<file path="config.mk">
export PLATFORM = sky130hd
export DESIGN_NAME = nf10_cutter_axi_lite_regs_flat
export DESIGN_NICKNAME = d
export VERILOG_FILES = /design/src/rtl/nf10_cutter_axi_lite_regs_if.sv /design/src/rtl/nf10_cutter_axi_lite_regs.sv /design/src/flat_wrapper.sv
export SDC_FILE = /design/constraint.sdc
export NUM_CORES = 1
export LEC_CHECK = 0
export ABC_CLOCK_PERIOD_IN_PS = 2800
export BUFFER_PORTS_ARGS = -buffer_cell sky130_fd_sc_hd__buf_2
export CELL_PAD_IN_SITES_DETAIL_PLACEMENT = 0
export CELL_PAD_IN_SITES_GLOBAL_PLACEMENT = 2
export CORE_UTILIZATION = 32
export DETAILED_ROUTE_END_ITERATION = 12
export GPL_TIMING_DRIVEN = 0
export HOLD_SLACK_MARGIN = 0.08
export PLACE_DENSITY_LB_ADDON = 0.08
export SLEW_MARGIN = 20
export SYNTH_ARGS = -nofsm -noshare
export SYNTH_HDL_FRONTEND = slang
export SYNTH_SLANG_ARGS = --single-unit
export TNS_END_PERCENT = 20
</file>
<file path="constraint.sdc">
create_clock -name S_AXI_ACLK -period 2.8 [get_ports S_AXI_ACLK]
set_input_delay 0.7 -clock S_AXI_ACLK [delete_from_list [all_inputs] [get_ports S_AXI_ACLK]]
set_output_delay 0.7 -clock S_AXI_ACLK [all_outputs]
set_load 0.02 [all_outputs]
</file>
<file path="src/rtl/nf10_cutter_axi_lite_regs_if.sv">
// AXI4-Lite bus bundle between a control-plane master and the cutter register slave.
interface nf10_cutter_axi_lite_regs_if #(
  parameter int unsigned ADDR_W = 32,
  parameter int unsigned DATA_W = 32
);
  localparam int unsigned STRB_W = DATA_W / 8;

  logic [ADDR_W-1:0] S_AXI_AWADDR;
  logic              S_AXI_AWVALID;
  logic              S_AXI_AWREADY;
  logic [DATA_W-1:0] S_AXI_WDATA;
  logic [STRB_W-1:0] S_AXI_WSTRB;
  logic              S_AXI_WVALID;
  logic              S_AXI_WREADY;
  logic [1:0]        S_AXI_BRESP;
  logic              S_AXI_BVALID;
  logic              S_AXI_BREADY;
  logic [ADDR_W-1:0] S_AXI_ARADDR;
  logic              S_AXI_ARVALID;
  logic              S_AXI_ARREADY;
  logic [DATA_W-1:0] S_AXI_RDATA;
  logic [1:0]        S_AXI_RRESP;
  logic              S_AXI_RVALID;
  logic              S_AXI_RREADY;

  modport master (
    output S_AXI_AWADDR, S_AXI_AWVALID, S_AXI_WDATA, S_AXI_WSTRB, S_AXI_WVALID,
           S_AXI_BREADY, S_AXI_ARADDR, S_AXI_ARVALID, S_AXI_RREADY,
    input  S_AXI_AWREADY, S_AXI_WREADY, S_AXI_BRESP, S_AXI_BVALID,
           S_AXI_ARREADY, S_AXI_RDATA, S_AXI_RRESP, S_AXI_RVALID
  );

  modport slave (
    input  S_AXI_AWADDR, S_AXI_AWVALID, S_AXI_WDATA, S_AXI_WSTRB, S_AXI_WVALID,
           S_AXI_BREADY, S_AXI_ARADDR, S_AXI_ARVALID, S_AXI_RREADY,
    output S_AXI_AWREADY, S_AXI_WREADY, S_AXI_BRESP, S_AXI_BVALID,
           S_AXI_ARREADY, S_AXI_RDATA, S_AXI_RRESP, S_AXI_RVALID
  );
endinterface

</file>
<file path="src/rtl/nf10_cutter_axi_lite_regs.sv">
// AXI4-Lite register slave for the packet cutter: cut configuration registers
// driven to the datapath plus a saturating, write-to-clear cut-packet counter.
module nf10_cutter_axi_lite_regs #(
  parameter int unsigned C_S_AXI_ADDR_WIDTH = 32,
  parameter int unsigned C_S_AXI_DATA_WIDTH = 32,
  parameter logic [C_S_AXI_ADDR_WIDTH-1:0] C_BASEADDR = 32'h7780_0000,
  parameter logic [C_S_AXI_ADDR_WIDTH-1:0] C_HIGHADDR = 32'h7780_FFFF
) (
  input  logic                          S_AXI_ACLK,
  input  logic                          reset,
  nf10_cutter_axi_lite_regs_if.slave    s_axi,
  output logic                          cut_en,
  output logic [C_S_AXI_DATA_WIDTH-1:0] cut_words,
  output logic [C_S_AXI_DATA_WIDTH-1:0] cut_offset,
  output logic [C_S_AXI_DATA_WIDTH-1:0] cut_bytes,
  input  logic                          pkt_cut_pulse
);
  localparam int unsigned AW = C_S_AXI_ADDR_WIDTH;
  localparam int unsigned DW = C_S_AXI_DATA_WIDTH;
  localparam int unsigned SW = DW / 8;
  localparam logic [1:0] RESP_OKAY   = 2'b00;
  localparam logic [1:0] RESP_SLVERR = 2'b10;
  localparam logic [2:0] IDX_EN     = 3'd0;
  localparam logic [2:0] IDX_WORDS  = 3'd1;
  localparam logic [2:0] IDX_OFFSET = 3'd2;
  localparam logic [2:0] IDX_BYTES  = 3'd3;
  localparam logic [2:0] IDX_COUNT  = 3'd4;

  // Map covers offsets 0x00..0x13; address bits [1:0] never matter.
  function automatic logic dec_hit(input logic [AW-1:0] addr);
    logic [AW-1:0] off;
    off = addr - C_BASEADDR;
    dec_hit = (addr >= C_BASEADDR) && (addr <= C_HIGHADDR) && (off < AW'(20));
  endfunction

  function automatic logic [2:0] dec_idx(input logic [AW-1:0] addr);
    logic [AW-1:0] off;
    off = addr - C_BASEADDR;
    dec_idx = 3'(off >> 2);
  endfunction

  function automatic logic [DW-1:0] reg_sel(input logic [2:0] idx, input logic en,
                                            input logic [DW-1:0] words, offset, bytes, count);
    case (idx)
      IDX_EN:     reg_sel = DW'(en);
      IDX_WORDS:  reg_sel = words;
      IDX_OFFSET: reg_sel = offset;
      IDX_BYTES:  reg_sel = bytes;
      IDX_COUNT:  reg_sel = count;
      default:    reg_sel = '0;
    endcase
  endfunction

  logic          aw_latched, w_latched, ar_pending;
  logic [AW-1:0] aw_addr_q, ar_addr_q;
  logic [DW-1:0] w_data_q;
  logic [SW-1:0] w_strb_q;
  logic          bvalid, rvalid;
  logic [1:0]    bresp, rresp;
  logic [DW-1:0] rdata;
  logic [DW-1:0] pkt_cut_count;

  logic          aw_hs_c, w_hs_c, ar_hs_c, wr_commit_c, rd_issue_c;
  logic          wr_hit_c, rd_hit_c, count_clr_c;
  logic [2:0]    wr_idx_c, rd_idx_c;
  logic [DW-1:0] wr_old_c, wr_new_c, rd_val_c;

  assign s_axi.S_AXI_AWREADY = !aw_latched && !bvalid;
  assign s_axi.S_AXI_WREADY  = !w_latched && !bvalid;
  assign s_axi.S_AXI_ARREADY = !rvalid;
  assign s_axi.S_AXI_BVALID  = bvalid;
  assign s_axi.S_AXI_BRESP   = bresp;
  assign s_axi.S_AXI_RVALID  = rvalid;
  assign s_axi.S_AXI_RRESP   = rresp;
  assign s_axi.S_AXI_RDATA   = rdata;

  always_comb begin
    aw_hs_c     = s_axi.S_AXI_AWVALID && s_axi.S_AXI_AWREADY;
    w_hs_c      = s_axi.S_AXI_WVALID && s_axi.S_AXI_WREADY;
    ar_hs_c     = s_axi.S_AXI_ARVALID && s_axi.S_AXI_ARREADY;
    wr_commit_c = aw_latched && w_latched;
    rd_issue_c  = ar_pending && !rvalid;
    wr_hit_c    = dec_hit(aw_addr_q);
    wr_idx_c    = dec_idx(aw_addr_q);
    rd_hit_c    = dec_hit(ar_addr_q);
    rd_idx_c    = dec_idx(ar_addr_q);
    wr_old_c    = reg_sel(wr_idx_c, cut_en, cut_words, cut_offset, cut_bytes, pkt_cut_count);
    rd_val_c    = reg_sel(rd_idx_c, cut_en, cut_words, cut_offset, cut_bytes, pkt_cut_count);
    wr_new_c    = wr_old_c;
    for (int i = 0; i < int'(SW); i++) begin
      if (w_strb_q[i]) wr_new_c[8*i +: 8] = w_data_q[8*i +: 8];
    end
    count_clr_c = wr_commit_c && wr_hit_c && (wr_idx_c == IDX_COUNT) && (|w_strb_q);
  end

  // Bus channels: address/data latch one cycle, then respond.
  always_ff @(posedge S_AXI_ACLK) begin
    if (reset) begin
      aw_latched <= 1'b0;
      w_latched  <= 1'b0;
      ar_pending <= 1'b0;
      aw_addr_q  <= '0;
      ar_addr_q  <= '0;
      w_data_q   <= '0;
      w_strb_q   <= '0;
      bvalid     <= 1'b0;
      bresp      <= RESP_OKAY;
      rvalid     <= 1'b0;
      rresp      <= RESP_OKAY;
      rdata      <= '0;
    end else begin
      if (aw_hs_c) begin
        aw_latched <= 1'b1;
        aw_addr_q  <= s_axi.S_AXI_AWADDR;
      end
      if (w_hs_c) begin
        w_latched <= 1'b1;
        w_data_q  <= s_axi.S_AXI_WDATA;
        w_strb_q  <= s_axi.S_AXI_WSTRB;
      end
      if (wr_commit_c) begin
        aw_latched <= 1'b0;
        w_latched  <= 1'b0;
        bvalid     <= 1'b1;
        bresp      <= wr_hit_c ? RESP_OKAY : RESP_SLVERR;
      end else if (bvalid && s_axi.S_AXI_BREADY) begin
        bvalid <= 1'b0;
      end
      if (ar_hs_c) begin
        ar_pending <= 1'b1;
        ar_addr_q  <= s_axi.S_AXI_ARADDR;
      end else if (rd_issue_c) begin
        ar_pending <= 1'b0;
      end
      if (rd_issue_c) begin
        rvalid <= 1'b1;
        rdata  <= rd_hit_c ? rd_val_c : '0;
        rresp  <= rd_hit_c ? RESP_OKAY : RESP_SLVERR;
      end else if (rvalid && s_axi.S_AXI_RREADY) begin
        rvalid <= 1'b0;
      end
    end
  end

  always_ff @(posedge S_AXI_ACLK) begin
    if (reset) begin
      cut_en     <= 1'b0;
      cut_words  <= '0;
      cut_offset <= '0;
      cut_bytes  <= '0;
    end else if (wr_commit_c && wr_hit_c) begin
      case (wr_idx_c)
        IDX_EN:     cut_en     <= wr_new_c[0];
        IDX_WORDS:  cut_words  <= wr_new_c;
        IDX_OFFSET: cut_offset <= wr_new_c;
        IDX_BYTES:  cut_bytes  <= wr_new_c;
        default: ;
      endcase
    end
  end

  // A clearing write beats a coincident pulse.
  always_ff @(posedge S_AXI_ACLK) begin
    if (reset) begin
      pkt_cut_count <= '0;
    end else if (count_clr_c) begin
      pkt_cut_count <= '0;
    end else if (pkt_cut_pulse && (pkt_cut_count != '1)) begin
      pkt_cut_count <= pkt_cut_count + DW'(1);
    end
  end
endmodule

</file>
<file path="src/flat_wrapper.sv">
// flat-port wrapper written by rule: the top's interface ports become plain ports
module nf10_cutter_axi_lite_regs_flat 
#(
  parameter int unsigned C_S_AXI_ADDR_WIDTH = 32,
  parameter int unsigned C_S_AXI_DATA_WIDTH = 32,
  parameter logic [C_S_AXI_ADDR_WIDTH-1:0] C_BASEADDR = 32'h7780_0000,
  parameter logic [C_S_AXI_ADDR_WIDTH-1:0] C_HIGHADDR = 32'h7780_FFFF
)
  (S_AXI_ACLK, reset, cut_en, cut_words, cut_offset, cut_bytes, pkt_cut_pulse, s_axi_S_AXI_AWADDR, s_axi_S_AXI_AWVALID, s_axi_S_AXI_WDATA, s_axi_S_AXI_WSTRB, s_axi_S_AXI_WVALID, s_axi_S_AXI_BREADY, s_axi_S_AXI_ARADDR, s_axi_S_AXI_ARVALID, s_axi_S_AXI_RREADY, s_axi_S_AXI_AWREADY, s_axi_S_AXI_WREADY, s_axi_S_AXI_BRESP, s_axi_S_AXI_BVALID, s_axi_S_AXI_ARREADY, s_axi_S_AXI_RDATA, s_axi_S_AXI_RRESP, s_axi_S_AXI_RVALID);
  nf10_cutter_axi_lite_regs_if s_axi_i ();
  input  logic S_AXI_ACLK;
  input  logic reset;
  output logic cut_en;
  output logic [C_S_AXI_DATA_WIDTH-1:0] cut_words;
  output logic [C_S_AXI_DATA_WIDTH-1:0] cut_offset;
  output logic [C_S_AXI_DATA_WIDTH-1:0] cut_bytes;
  input  logic pkt_cut_pulse;
  input wire logic [$bits(s_axi_i.S_AXI_AWADDR)-1:0] s_axi_S_AXI_AWADDR;
  input wire logic [$bits(s_axi_i.S_AXI_AWVALID)-1:0] s_axi_S_AXI_AWVALID;
  input wire logic [$bits(s_axi_i.S_AXI_WDATA)-1:0] s_axi_S_AXI_WDATA;
  input wire logic [$bits(s_axi_i.S_AXI_WSTRB)-1:0] s_axi_S_AXI_WSTRB;
  input wire logic [$bits(s_axi_i.S_AXI_WVALID)-1:0] s_axi_S_AXI_WVALID;
  input wire logic [$bits(s_axi_i.S_AXI_BREADY)-1:0] s_axi_S_AXI_BREADY;
  input wire logic [$bits(s_axi_i.S_AXI_ARADDR)-1:0] s_axi_S_AXI_ARADDR;
  input wire logic [$bits(s_axi_i.S_AXI_ARVALID)-1:0] s_axi_S_AXI_ARVALID;
  input wire logic [$bits(s_axi_i.S_AXI_RREADY)-1:0] s_axi_S_AXI_RREADY;
  output wire logic [$bits(s_axi_i.S_AXI_AWREADY)-1:0] s_axi_S_AXI_AWREADY;
  output wire logic [$bits(s_axi_i.S_AXI_WREADY)-1:0] s_axi_S_AXI_WREADY;
  output wire logic [$bits(s_axi_i.S_AXI_BRESP)-1:0] s_axi_S_AXI_BRESP;
  output wire logic [$bits(s_axi_i.S_AXI_BVALID)-1:0] s_axi_S_AXI_BVALID;
  output wire logic [$bits(s_axi_i.S_AXI_ARREADY)-1:0] s_axi_S_AXI_ARREADY;
  output wire logic [$bits(s_axi_i.S_AXI_RDATA)-1:0] s_axi_S_AXI_RDATA;
  output wire logic [$bits(s_axi_i.S_AXI_RRESP)-1:0] s_axi_S_AXI_RRESP;
  output wire logic [$bits(s_axi_i.S_AXI_RVALID)-1:0] s_axi_S_AXI_RVALID;
  assign s_axi_i.S_AXI_AWADDR = s_axi_S_AXI_AWADDR;
  assign s_axi_i.S_AXI_AWVALID = s_axi_S_AXI_AWVALID;
  assign s_axi_i.S_AXI_WDATA = s_axi_S_AXI_WDATA;
  assign s_axi_i.S_AXI_WSTRB = s_axi_S_AXI_WSTRB;
  assign s_axi_i.S_AXI_WVALID = s_axi_S_AXI_WVALID;
  assign s_axi_i.S_AXI_BREADY = s_axi_S_AXI_BREADY;
  assign s_axi_i.S_AXI_ARADDR = s_axi_S_AXI_ARADDR;
  assign s_axi_i.S_AXI_ARVALID = s_axi_S_AXI_ARVALID;
  assign s_axi_i.S_AXI_RREADY = s_axi_S_AXI_RREADY;
  assign s_axi_S_AXI_AWREADY = s_axi_i.S_AXI_AWREADY;
  assign s_axi_S_AXI_WREADY = s_axi_i.S_AXI_WREADY;
  assign s_axi_S_AXI_BRESP = s_axi_i.S_AXI_BRESP;
  assign s_axi_S_AXI_BVALID = s_axi_i.S_AXI_BVALID;
  assign s_axi_S_AXI_ARREADY = s_axi_i.S_AXI_ARREADY;
  assign s_axi_S_AXI_RDATA = s_axi_i.S_AXI_RDATA;
  assign s_axi_S_AXI_RRESP = s_axi_i.S_AXI_RRESP;
  assign s_axi_S_AXI_RVALID = s_axi_i.S_AXI_RVALID;
  nf10_cutter_axi_lite_regs #(.C_S_AXI_ADDR_WIDTH(C_S_AXI_ADDR_WIDTH), .C_S_AXI_DATA_WIDTH(C_S_AXI_DATA_WIDTH), .C_BASEADDR(C_BASEADDR), .C_HIGHADDR(C_HIGHADDR)) u_core (.S_AXI_ACLK(S_AXI_ACLK), .reset(reset), .s_axi(s_axi_i), .cut_en(cut_en), .cut_words(cut_words), .cut_offset(cut_offset), .cut_bytes(cut_bytes), .pkt_cut_pulse(pkt_cut_pulse));
endmodule
</file>
==> flow_summary.toml, run 1 <==
[placement]
io_buffers = 239
gp_congestion = 0.931
placed_cells = 2147
dp_slack_ns = -0.337
hpwl_mm = 34.3

[min_path]
hp-start = "s_axi_S_AXI_RREADY"
whs_path_depth = 2
hp-class = "input port to flop"

[power]
vdd_drop_max_v = 0.000401
power_mw = 9.07
p_per_area_nw_per_um2 = 607
total_leakage_power_nw = 5.77

[timing]
worst_slew_pin_slew_ns = 1.00
finalSetupTns_ns = 0
max_slew_margin_pct = 32.4
fmax_ghz = 0.365
setup_viol = 0
period_needed_ns = 2.74
finClkSkew_ns = 0.0178
rsz0062_at_grt = "true"
hold_violations = 0
fin_ws_ns = 0.0628
final_max_slew_viol_count = 0
period_share_pct = 97.8

[global_route]
grtUsageMet1_pct = 30.6
gr-max-usage-layer = "met2"
gr-usage-met3_pct = 4.63
grt_use_met2_pct = 40.4
grt_max_degree = 12
antenna_found_initial = 1
overflow = 0
grt_first_pass_wirelength_mm = 69.8
grt_pass1_vias = 11500
grt_use_total_pct = 24.1

[clock_tree]
cts_tree = "yes"
cts_buffers = 34
clk_pin_slew_worst_paths_ns = 0.06
cts-root-buf = "clkbuf_16"
clock_sinks = 264
cts_buffer_depth = 3
htree_levels = 2
clkLatencyLatePin_ns = 0.53

[floorplanning]
start_util_pct = 32.6
ios = 246
die_x_um = 195
die_h_um = 195
dieArea_um2 = 38200
row_count = 70
coreArea_um2 = 36700

[critical_path]
startpoint = "u_core.aw_addr_q[11]$_SDFFE_PP0P_"
worstPathMaxFanout = 10
crit_arrival_ns = 3.17
cp-start-kind = "flop"
reg2reg_depth = 6
crit_path_end_kind = "flop"
r2r-start = "u_core.aw_addr_q[11]$_SDFFE_PP0P_"
critical_path_class = "flop to flop"
critPathRequiredTime_ns = 3.23

[yosys]
synth_top_cell_area_share_pct = 44.2
ys_seq_elements = 264
ys_dominant_reg_cell = "dfxtp_1"
synthArstFlopShare_pct = 0
avgSynthCellArea_um2 = 8.31
synthTopCellsByArea = "dfxtp_1 (44%), nand2_1 (7.8%), a21oi_1 (6.1%)"
synth.distinct_cells = 58
synth_edf_count = 0
yosys.area.top_type = "dfxtp_1"
syn_inst = 1439
synth_seq_area_share_pct = 44.2
yosysWarningCount = 0
syn-cell-area_um2 = 12000

[final_layout]
n_antenna_cell = 0
nets = 1828
drive_above_1_share_pct = 24.4
layoutNonFillerInstCount = 2211
syn_to_final_growth_pct = 24.9

[detailed_routing]
drc = 0
ant_nets = 0
wire_per_inst_um = 21.0
drt_iter0_markers = 626
wl_mm = 46.4
via_per_inst = 5.26
dr.pass1.iters = 5
vias = 11600

[run_status]
run_status = "completed"

[flow_run]
timing.max_cap.violations = 0
[repair_timing]
item	in CTS	in global routing
endpoints found under the setup margin	153	105
buffers inserted	2	0
resized for setup	3	21
endpoints found under the hold margin	0	0
hold buffers	0	0
pin swaps	1	1
[cells in the mapped netlist (4+ instances only)]
library cell / instances
mux2_2: 63
buf_2: 14
inv_1: 8
a211oi_1: 7
nand2_1: 248
o21ai_0: 121
dfxtp_1: 264
or3_1: 11
and4_1: 5
or4_1: 12
a22o_1: 31
nor3_1: 4
mux2i_1: 6
nand3b_1: 93
nand4_1: 12
a21oi_1: 146
nor4_1: 12
or2_2: 31
o31ai_1: 8
o21ai_1: 17
a22oi_1: 63
and2_1: 6
buf_1: 9
xor2_1: 4
xnor2_1: 13
nor2_1: 71
nand3_1: 16
nor2b_1: 5
clkbuf_1: 95
[layout make-up]
type	count	area, um^2
well taps	468	586
clock buffers	55	1070
flip-flops and latches	264	5290
multi-input cells	1048	6200
inverters	8	30.0
repair buffers	241	1210
clock inverters	7	60.1
fillers	3950	21800
plain buffers	120	490
[cells in the final DEF (no fill, tap or decap), types with 13 or more instances in the layout]
master / Yosys / final
buf_2: 14 / 251
a22oi_1: 63 / 63
dfxtp_1: 264 / 261
nand3b_1: 93 / 93
a22o_1: 31 / 31
clkbuf_1: 95 / 100
clkbuf_16: 0 / 37
o21ai_1: 17 / 17
nor2_1: 71 / 71
or2_2: 31 / 31
mux2_2: 63 / 63
nand2_1: 248 / 248
o21ai_0: 121 / 121
xnor2_1: 13 / 13
nand3_1: 16 / 16
a21oi_1: 146 / 146
[registers in the layout (all words and copies together), names as in the netlist]
register	cells
u_core.ar_addr_q	30
u_core.ar_pending	1
u_core.aw_addr_q	30
u_core.aw_latched	1
u_core.cut_bytes	32
u_core.cut_en	1
u_core.cut_offset	32
u_core.cut_words	32
u_core.pkt_cut_count	32
u_core.s_axi.S_AXI_BRESP	1
u_core.s_axi.S_AXI_BVALID	1
u_core.s_axi.S_AXI_RDATA	32
u_core.s_axi.S_AXI_RRESP	1
u_core.s_axi.S_AXI_RVALID	1
u_core.w_data_q	32
u_core.w_latched	1
u_core.w_strb_q	4
[critical path, cell delays in order (launching register included)]
cell and delay, ns:
dfxtp_1 0.31, or4_1 0.53, or4_4 0.54, nor3_2 0.37
nand4b_1 0.26, clkbuf_1 0.37, o21ai_0 0.28
[cells by family after synthesis]
kind of cell | share of synthesized area (%)
compound gates | 20.6
xor+xnor | 1.24
fa+ha+maj | 0.314
buf+inv | 4.23
flops | 44.2
mux | 6.43
other cells | 0.0314
simple gates | 23.0
[per-stage QoR]
| step | util (%) | area (um^2) | hold WS (ns) |
|---|---|---|---|
| after floorplan | - | 12000 | 0.431 |
| final | 40.7 | 14900 | 0.394 |
| after detailed placement | 37.5 | 13700 | 0.441 |
| after CTS | 40.6 | 14900 | 0.367 |
| after global placement | 37.5 | 13700 | 0.432 |
| after global routing | 40.7 | 14900 | 0.391 |
[worst paths after layout]
path                                               endpoint  slack [ns]
setup / recovery          u_core.cut_words[12]$_SDFFE_PP0P_        0.06
hold / removal       u_core.s_axi.S_AXI_RVALID$_SDFFE_PP0P_        0.39
setup reg to reg          u_core.cut_words[12]$_SDFFE_PP0P_        0.06
hold reg to reg   u_core.s_axi.S_AXI_RDATA[11]$_SDFFE_PP0P_        0.45
[layer usage]
metal / vias to the layer above / part of all wire [%] / wire (um)
met1: 5543 / 43 / 20000
met5: - / 0.034 / 16
li1: 5673 / - / -
met4: 2 / 2.9 / 1370
met3: 80 / 5.6 / 2620
met2: 334 / 48 / 22400
[power breakdown]
group          total (mW)  internal, mW  leakage (nW)  switching [mW]
logic               0.733         0.236          3.06           0.497
registers            3.93          3.86          2.14          0.0686
clock network        4.41          2.71         0.563            1.70
No activity file was read; power rests on OpenSTA's default activity.
==> run 2: changes to the inputs <==
--- a/config.mk
+++ b/config.mk
@@ -11,8 +11,9 @@
 export CELL_PAD_IN_SITES_GLOBAL_PLACEMENT = 2
 export CORE_UTILIZATION = 32
 export DETAILED_ROUTE_END_ITERATION = 12
+export GPL_ROUTABILITY_DRIVEN = 0
 export GPL_TIMING_DRIVEN = 0
-export HOLD_SLACK_MARGIN = 0.08
+export HOLD_SLACK_MARGIN = 0.15
 export PLACE_DENSITY_LB_ADDON = 0.08
 export SLEW_MARGIN = 20
 export SYNTH_ARGS = -nofsm -noshare
==> constraint.sdc (replaced) <==
create_clock -name S_AXI_ACLK -period 2.8 [get_ports S_AXI_ACLK]
set_input_delay 0.56 -clock S_AXI_ACLK [delete_from_list [all_inputs] [get_ports S_AXI_ACLK]]
set_output_delay 0.56 -clock S_AXI_ACLK [all_outputs]
set_load 0.02 [all_outputs]
==> run 2 against run 1 <==
Against the previous run:
- worst setup slack worse by 0.024 ns
- die area unchanged
- sequential share of layout area about the same
- wire length down 1.1%
- largest cell class unchanged
==> flow_summary.toml, run 2 (synthesis results as in run 1) <==
[power]
vdd_drop_max_v = 0.000324
power_mw = 9.10
pwr-share-seq_pct = 43.2
p_per_area_nw_per_um2 = 609
sw_frac_of_total_pct = 25.1
power_frac_comb_pct = 8.0
p_switching_mw = 2.28
clkPwrFrac_pct = 48.8
total_leakage_power_nw = 5.77
intPower_mw = 6.82

[critical_path]
reg2reg_depth = 7
max_stage_delay_ns = 0.66
cpLargestDelayFamily = "buffers and inverters"
rr_endpoint = "u_core.cut_offset[20]$_SDFFE_PP0P_"
crit_slowest_cell = "clkbuf_1"
crit_arrival_ns = 3.13
critPathRequiredTime_ns = 3.17
worstPathMaxFanout = 10
crit_top_cell = "clkbuf_1"
cp-start-kind = "flop"
critical_path_class = "flop to flop"
crit_chain = "clkbuf_1, clkbuf_1, mux2_2, a22o_1, a22oi_1, or2_2, o21ai_0"
ff2ff_setup_slack_ns = 0.04
path_buf_inv = 2
cp.depth = 7
crit_path_end_kind = "flop"
r2r-start = "u_core.aw_addr_q[3]$_SDFFE_PP0P_"

[clock_tree]
postCtsHoldBufs = 0
clock_sinks = 264
cts_buffers = 35
clkLatencyLatePin_ns = 0.52
cts-root-buf = "clkbuf_16"
clk_pin_slew_worst_paths_ns = 0.05
htree_levels = 2
cts_buffer_depth = 3
cts_tree = "yes"

[timing]
period_share_pct = 98.6
hold-worst-slack_ns = 0.245
setup_viol = 0
worst_slew_pin_slew_ns = 0.894
finClkSkew_ns = 0.0139
final_max_slew_viol_count = 0
max_slew_margin_pct = 40.2
hold_violations = 0
rsz0062_at_grt = "true"
fmax_ghz = 0.362
period_needed_ns = 2.76

[final_layout]
final_util_pct = 40.7
nets = 1827
final_cell_mix = "dfxtp_1 (262), buf_2 (252), nand2_1 (248)"
multi_input_area_um2 = 6210
syn_to_final_growth_pct = 24.9
drive_above_1_share_pct = 24.2
fillerInstances = 3873
ff_latch_area_um2 = 5290
final_common_cell = "dfxtp_1"

[detailed_routing]
via_per_inst = 5.25
drc = 0
vias = 11600
wire_per_inst_um = 20.8
ant_nets = 0
drt_iter0_markers = 522
wl_mm = 45.9
dr.pass1.iters = 5

[floorplanning]
dieArea_um2 = 38200
coreArea_um2 = 36700
start_util_pct = 32.6
die_x_um = 195
die_h_um = 195
row_count = 70
ios = 246

[global_route]
grt_pass1_vias = 11600
grt_max_degree = 12
overflow = 0
antenna_found_initial = 2
grt_first_pass_wirelength_mm = 69.5
grt_use_total_pct = 23.8

[min_path]
min_to = "u_core.s_axi.S_AXI_RVALID$_SDFFE_PP0P_"
hp-start = "s_axi_S_AXI_RREADY"
whs_path_depth = 2
hp-class = "input port to flop"

[placement]
hpwl_mm = 33.9
io_buffers = 239

[run_status]
run_status = "completed"

[flow_run]
timing.max_cap.violations = 0
run 2: worst max-delay path by stage:
stage                                                startpoint                                        end  slack, ns
after floorplan               u_core.aw_addr_q[11]$_SDFFE_PP0P_          u_core.cut_bytes[10]$_SDFFE_PP0P_       0.44
after global placement        u_core.ar_addr_q[25]$_SDFFE_PP0P_  u_core.s_axi.S_AXI_RDATA[26]$_SDFFE_PP0P_      -0.32
after detailed placement      u_core.ar_addr_q[25]$_SDFFE_PP0P_  u_core.s_axi.S_AXI_RDATA[22]$_SDFFE_PP0P_      -0.33
after CTS                 u_core.pkt_cut_count[10]$_SDFFE_PP0P_      u_core.pkt_cut_count[31]$_SDFFE_PP0P_       0.02
after global routing          u_core.aw_addr_q[11]$_SDFFE_PP0P_          u_core.cut_words[24]$_SDFFE_PP0P_      -0.05
final                          u_core.aw_addr_q[3]$_SDFFE_PP0P_         u_core.cut_offset[20]$_SDFFE_PP0P_       0.04
run 2: power by group through the flow:
stage | Sequential, mW | Clock, mW | Combinational, mW
finish | 3.93 | 4.44 | 0.728
global route | 3.94 | 4.68 | 0.804
CTS | 3.93 | 4.54 | 0.739
detailed placement | 4.01 | 0 | 0.737
global placement | 4.01 | 0 | 0.735
floorplan | 3.99 | 0 | 0.428
run 2: area by class of cell:
type	count	share of cell area, %
Timing Repair Buffer	241	8.10
Clock inverter	7	0.427
Buffer	118	3.21
Multi-Input combinational cell	1048	41.5
Tap cell	468	3.92
Clock buffer	56	7.21
Inverter	8	0.201
Sequential cell	264	35.4
Antenna cell	1	0.0167
run 2: repair_timing:
item	CTS	global route
hold endpoints to repair	0	0
resized for setup	3	17
setup endpoints to repair	154	130
buffers inserted	2	0
pin swaps	1	1
cloned	0	0
run 2: routing by layer:
layer  part of all wire, %  track usage, %  vias up
li1                      -               -     5676
met1                    44            30.8     5520
met3                   5.6            4.11       76
met4                   2.8            7.73        2
met5                 0.026               0        -
met2                    48            40.1      341
run 2: worst reg2reg max path: cells and delay by family (launching register included):
kind	cells	cell delay, ns
AND/OR/NAND/NOR	1	0.16
flip-flops	1	0.36
AO/OA/AOI/OAI	3	0.42
multiplexers	1	0.42
buffers and inverters	2	1.26
run 2: stage by stage:
step	TNS (ns)	instance area [um^2]	cells	setup WS [ns]
2_1_floorplan	0	12000	1440	0.435
3_3_place_gp	-19.78	13700	2147	-0.320
3_5_place_dp	-24.21	13700	2147	-0.333
4_1_cts	0	14900	2212	0.0183
5_1_grt	-0.514	14900	2210	-0.0452
6_report	0	14900	2211	0.0386
